`config.mk`:
```
export PLATFORM = sky130hd
export DESIGN_NAME = weight_loader
export DESIGN_NICKNAME = d
export VERILOG_FILES = /design/src/rtl/weight_loader_pkg.sv /design/src/rtl/weight_loader_neuron_sel_decoder.sv /design/src/rtl/weight_loader.sv
export SDC_FILE = /design/constraint.sdc
export NUM_CORES = 1
export LEC_CHECK = 0
export CAP_MARGIN = 0
export CORE_MARGIN = 8
export CORE_UTILIZATION = 49
export DETAILED_ROUTE_END_ITERATION = 7
export PLACE_DENSITY_LB_ADDON = 0.3
export SYNTH_ARGS = -nofsm -noshare
export SYNTH_HDL_FRONTEND = slang
export SYNTH_SLANG_ARGS = --single-unit
```
`constraint.sdc`:
```
create_clock -name clk -period 2.3 [get_ports clk]
set_input_delay 0.23 -clock clk [delete_from_list [all_inputs] [get_ports clk]]
set_output_delay 0.23 -clock clk [all_outputs]
set_load 0.01 [all_outputs]
```
`src/rtl/weight_loader_pkg.sv`:
```
// Shared definitions for the layer weight loader: stream word layout,
// header field positions and FSM state encoding.
package weight_loader_pkg;

    // Every stream beat is a 32-bit word, either a header or a weight.
    localparam int STREAM_W = 32;

    // Header word layout.
    localparam int HDR_LAYER_MSB  = 31;
    localparam int HDR_LAYER_LSB  = 16;
    localparam int HDR_NEURON_MSB = 15;
    localparam int HDR_NEURON_LSB = 0;

    // Loader states. ST_CHK is only reachable in checksum builds.
    typedef enum logic [2:0] {
        ST_IDLE = 3'd0,
        ST_LOAD = 3'd1,
        ST_SKIP = 3'd2,
        ST_CHK  = 3'd3,
        ST_DONE = 3'd4
    } state_t;

    function automatic logic [15:0] hdr_layer(input logic [STREAM_W-1:0] word);
        return word[HDR_LAYER_MSB:HDR_LAYER_LSB];
    endfunction

    function automatic logic [15:0] hdr_neuron(input logic [STREAM_W-1:0] word);
        return word[HDR_NEURON_MSB:HDR_NEURON_LSB];
    endfunction

endpackage

```
`src/rtl/weight_loader_neuron_sel_decoder.sv`:
```
// neuron_sel_decoder: latches the neuron index of an accepted header as a
// one-hot select and produces the registered per-memory write enables.
// The index is validated upstream, so it is always below numNeurons here.
module neuron_sel_decoder #(
    parameter int numNeurons = 30,
    parameter int IDX_W      = 5
) (
    input  logic                  clk,
    input  logic                  rst,
    input  logic                  sel_load,
    input  logic [IDX_W-1:0]      sel_idx,
    input  logic                  wr,
    output logic [numNeurons-1:0] wen
);

    logic [numNeurons-1:0] sel_onehot;
    logic [numNeurons-1:0] onehot_next;

    // Decode the incoming header index into a one-hot select.
    always_comb begin
        onehot_next = '0;
        for (int i = 0; i < numNeurons; i++) begin
            if (sel_idx == IDX_W'(i)) begin
                onehot_next[i] = 1'b1;
            end
        end
    end

    // Hold the selected neuron for the whole weight burst.
    always_ff @(posedge clk) begin
        if (rst) begin
            sel_onehot <= '0;
        end else if (sel_load) begin
            sel_onehot <= onehot_next;
        end
    end

    // Registered write enable: one bit, one cycle per accepted weight.
    always_ff @(posedge clk) begin
        if (rst) begin
            wen <= '0;
        end else begin
            wen <= wr ? sel_onehot : '0;
        end
    end

endmodule

```
`src/rtl/weight_loader.sv`:
```
// weight_loader: streams header + weight words into the per-neuron weight
// memories of one layer through a registered wen/wadd/win write port.
// Build option: define WLOAD_CHECKSUM_EN to expect one checksum word after
// each neuron's weights; a checksum mismatch sets the sticky err flag.
//
// state   | meaning
// --------+-----------------------------------------------------------
// IDLE    | waiting for a header word
// LOAD    | writing weights of the selected neuron, address = counter
// SKIP    | bad header: discarding numWeight words without writing
// CHK     | expecting the checksum word (checksum builds only)
// DONE    | one-cycle gap with s_ready low, load_done follows
module weight_loader
    import weight_loader_pkg::*;
#(
    parameter int numWeight    = 784,
    parameter int numNeurons   = 30,
    parameter int layerNo      = 1,
    parameter int addressWidth = 10,
    parameter int dataWidth    = 16
) (
    input  logic                    clk,
    input  logic                    rst,
    input  logic                    s_valid,
    input  logic [STREAM_W-1:0]     s_data,
    output logic                    s_ready,
    output logic [numNeurons-1:0]   wen,
    output logic [addressWidth-1:0] wadd,
    output logic [dataWidth-1:0]    win,
    output logic                    load_done,
    output logic                    err
);

    localparam int IDX_W = (numNeurons > 1) ? $clog2(numNeurons) : 1;
    localparam logic [addressWidth-1:0] LAST_ADDR = addressWidth'(numWeight - 1);

    state_t                  state;
    state_t                  next_state;
    logic [addressWidth-1:0] cnt;
    logic                    accept;
    logic                    hdr_ok;
    logic                    cnt_clr;
    logic                    cnt_inc;
    logic                    wr;
    logic                    sel_load;
    logic                    err_set;
    logic [dataWidth-1:0]    word_data;

`ifdef WLOAD_CHECKSUM_EN
    logic [dataWidth-1:0]    csum_acc;
`endif

    // Ready drops during reset and for the single DONE cycle.
    assign s_ready   = !rst && (state != ST_DONE);
    assign accept    = s_valid && s_ready;
    assign word_data = s_data[dataWidth-1:0];
    assign hdr_ok    = (hdr_layer(s_data) == 16'(layerNo)) &&
                       (hdr_neuron(s_data) < 16'(numNeurons));

    // State register.
    always_ff @(posedge clk) begin
        if (rst) begin
            state <= ST_IDLE;
        end else begin
            state <= next_state;
        end
    end

    // Next-state and per-beat control strobes.
    always_comb begin
        next_state = state;
        cnt_clr    = 1'b0;
        cnt_inc    = 1'b0;
        wr         = 1'b0;
        sel_load   = 1'b0;
        err_set    = 1'b0;
        case (state)
            ST_IDLE: begin
                if (accept) begin
                    cnt_clr = 1'b1;
                    if (hdr_ok) begin
                        sel_load   = 1'b1;
                        next_state = ST_LOAD;
                    end else begin
                        err_set    = 1'b1;
                        next_state = ST_SKIP;
                    end
                end
            end
            ST_LOAD: begin
                if (accept) begin
                    wr = 1'b1;
                    if (cnt == LAST_ADDR) begin
`ifdef WLOAD_CHECKSUM_EN
                        next_state = ST_CHK;
`else
                        next_state = ST_DONE;
`endif
                    end else begin
                        cnt_inc = 1'b1;
                    end
                end
            end
            ST_SKIP: begin
                if (accept) begin
                    if (cnt == LAST_ADDR) begin
                        next_state = ST_IDLE;
                    end else begin
                        cnt_inc = 1'b1;
                    end
                end
            end
`ifdef WLOAD_CHECKSUM_EN
            ST_CHK: begin
                if (accept) begin
                    err_set    = (csum_acc != word_data);
                    next_state = ST_DONE;
                end
            end
`endif
            ST_DONE: begin
                next_state = ST_IDLE;
            end
            default: begin
                next_state = ST_IDLE;
            end
        endcase
    end

    // Word counter: cleared by every header, stops at the last address.
    always_ff @(posedge clk) begin
        if (rst) begin
            cnt <= '0;
        end else if (cnt_clr) begin
            cnt <= '0;
        end else if (cnt_inc) begin
            cnt <= cnt + 1'b1;
        end
    end

    // Shared write address/data, registered alongside wen.
    always_ff @(posedge clk) begin
        if (rst) begin
            wadd <= '0;
            win  <= '0;
        end else if (wr) begin
            wadd <= cnt;
            win  <= word_data;
        end
    end

    // load_done trails the DONE state by one cycle, landing right after
    // the final wen cycle of the neuron.
    always_ff @(posedge clk) begin
        if (rst) begin
            load_done <= 1'b0;
        end else begin
            load_done <= (state == ST_DONE);
        end
    end

    // Sticky error flag, cleared only by reset.
    always_ff @(posedge clk) begin
        if (rst) begin
            err <= 1'b0;
        end else if (err_set) begin
            err <= 1'b1;
        end
    end

`ifdef WLOAD_CHECKSUM_EN
    // Running mod-2^dataWidth sum of the current neuron's weights.
    always_ff @(posedge clk) begin
        if (rst) begin
            csum_acc <= '0;
        end else if (cnt_clr) begin
            csum_acc <= '0;
        end else if (wr) begin
            csum_acc <= csum_acc + word_data;
        end
    end
`endif

    neuron_sel_decoder #(
        .numNeurons (numNeurons),
        .IDX_W      (IDX_W)
    ) u_sel_dec (
        .clk      (clk),
        .rst      (rst),
        .sel_load (sel_load),
        .sel_idx  (IDX_W'(hdr_neuron(s_data))),
        .wr       (wr),
        .wen      (wen)
    );

endmodule

```
==> results.json <==
{
  "synthMostInstantiatedCell": "dfxtp_1",
  "ys_ff_latch": 101,
  "synth.area.top_cells": "dfxtp_1 (53%), nand2_1 (8.5%), mux2i_1 (7.8%)",
  "cts_root_buf": "clkbuf_8",
  "num_io_pins": 94,
  "vias": 3092,
  "synth_warnings": 0,
  "fmax_mhz": 494,
  "use_met1": 0.187,
  "synthAdderAreaFrac": 0.00326,
  "dieArea_sq_um": 10900,
  "synth_seq_area_share": 0.526,
  "cts_resized": 0,
  "post_cts_buffers": 0,
  "finClkSkew_ps": 12.7,
  "clk_pin_slew_worst_paths_ps": 100,
  "async_flop_share": 0,
  "grt_usage": 0.165,
  "worstRegToRegCells": 4,
  "synth_edf_count": 0,
  "synth_top_family_by_area": "simple AND/OR/NAND/NOR gates",
  "portBuffers": 93,
  "place_inst": 601,
  "use_met3": 0.0805,
  "ir_drop_v": 0.000388,
  "avgRoutedWirePerCell_microns": 14.4,
  "hold_class": "in -> reg",
  "synth_xor_area_frac": 0.00456,
  "cp-start-kind": "register",
  "tightest_slew_ps": 579,
  "post-route-util": 0.667,
  "cts_tree": "yes",
  "synth_top_area_frac": 0.526,
  "synth_mux_area_frac": 0.0781,
  "hold_viol": 0,
  "cts_buffer_depth": 2,
  "leakage_nw": 1.93,
  "rsz0062_at_grt": "false",
  "layout-drive-gt1-share": 0.0660,
  "die_x_microns": 105,
  "synth_largest_area_cell": "dfxtp_1",
  "drv_slew": 0,
  "antenna_found_initial": 0,
  "grt-ovfl-total": 0,
  "synth-compound-area-share": 0.0732,
  "avgViaCountPerCell": 5.01,
  "wirelength_microns": 8880,
  "grt-busiest-layer": "met2",
  "core_area_sq_um": 7650,
  "outcome": "completed",
  "synth_nets": 460,
  "dr.pass1.iters": 4,
  "grt.met2_usage": 0.265,
  "grt_pass1_wl_microns": 14900,
  "ctsHoldBuffers": 0,
  "finalCritPeriodShare": 0.881,
  "cap_violations": 0,
  "drt_iter0_markers": 173,
  "final_antenna_net_count": 0,
  "dpl.hpwl_microns": 6260,
  "fin_cells": 617,
  "cts_sinks": 101,
  "cp.arrival_ps": 2320,
  "placementRows": 32,
  "required_ps": 2600,
  "synthTopCellsByCount": "dfxtp_1 (101), nand2_1 (87), a21oi_1 (38)",
  "syn_inst": 424,
  "netlist_area_sq_um": 3840,
  "power_density_nw_per_um2": 605,
  "min_path_cells": 4,
  "yosys.area_share.simple": 0.281,
  "hold_ws_ps": 352,
  "syn_area_per_cell_sq_um": 9.07,
  "worstSetupPathType": "reg -> reg",
  "start_util": 0.503,
  "synth-main-ff-cell": "dfxtp_1",
  "tns_ps": 0,
  "slew_headroom": 0.614,
  "worstPathMaxFanout": 8,
  "drc": 0,
  "setup_viol": 0,
  "synth_cell_types": 35,
  "grt_pass1_vias": 3115,
  "area_delta_synth_final_pct": 32.7,
  "gp_congestion": 0.826,
  "clk_latency_ps": 360,
  "crit_path_end_kind": "register",
  "cts_htree_levels": 3,
  "diodes": 0,
  "cts-buffers-inserted": 9,
  "period_needed_ps": 2030,
  "nNetsFinal": 546,
  "grt_max_degree": 66,
  "die_y_microns": 105,
  "finalPower_mw": 3.09
}
## state kept, by name, indices dropped and copies added, names as in the netlist
signal and cells:
err 1, wadd 10, load_done 1, u_sel_dec.sel_onehot 30, cnt 10, win 16
u_sel_dec.wen 30, state 3
## layout make-up
cell class / count / area [sq um]
inverters: 3 / 11.3
repair buffers: 105 / 1030
flip-flops and latches: 101 / 2020
clock buffers: 9 / 124
fillers: 621 / 2550
multi-input cells: 290 / 1700
well taps: 102 / 128
clock inverters: 7 / 87.6
## worst max-delay path, stage by stage, from the launching register on
cell	delay (ps)
dfxtp_1	500
xnor2_1	170
or4_1	640
or4_1	510
a21oi_1	140
## metal layers
layer | vias up | routed length, microns
met4 | 0 | 99
met1 | 1417 | 3730
met3 | 8 | 939
met2 | 78 | 4110
li1 | 1589 | -
met5 | - | 0
## cell usage in the layout (no fill, tap or decap), types with 7 or more instances in the layout
| cell type | n |
|---|---|
| and2_1 | 30 |
| nand3_1 | 8 |
| nand2b_1 | 32 |
| a21oi_1 | 38 |
| mux2i_1 | 30 |
| nor3b_1 | 7 |
| buf_4 | 11 |
| clkdlybuf4s50_1 | 92 |
| dfxtp_1 | 101 |
| or4_1 | 7 |
| clkbuf_8 | 9 |
| nand2_1 | 87 |
## where the power goes
group	switching (mW)	internal (mW)
logic	0.0682	0.0851
clock network	0.648	0.532
registers	0.00485	1.75
## through the flow
stage               cell area [sq um]  setup slack [ps]
detailed placement               4890              82.2
CTS                              5100               287
global route                     5100               135
floorplan                        3840               457
global placement                 4890               108
finish                           5100               274
## final timing paths
check | end | slack (ps) | start
max | cnt[9] | 270 | state[1]
min | cnt[3] | 350 | rst
max reg2reg | cnt[9] | 270 | state[1]
min reg2reg | win[1] | 460 | win[1]
## logic make-up (layout without fill, tap and decap cells)
group / Yosys count / in the layout
AO/OA/AOI/OAI: 51 / 51
adder cells (fa/ha/maj): 1 / 1
buffers and inverters: 33 / 124
flip-flops: 101 / 101
AND/OR/NAND/NOR: 206 / 206
multiplexers: 30 / 30
XOR/XNOR: 2 / 2
No activity file was read; power rests on OpenSTA's default activity.
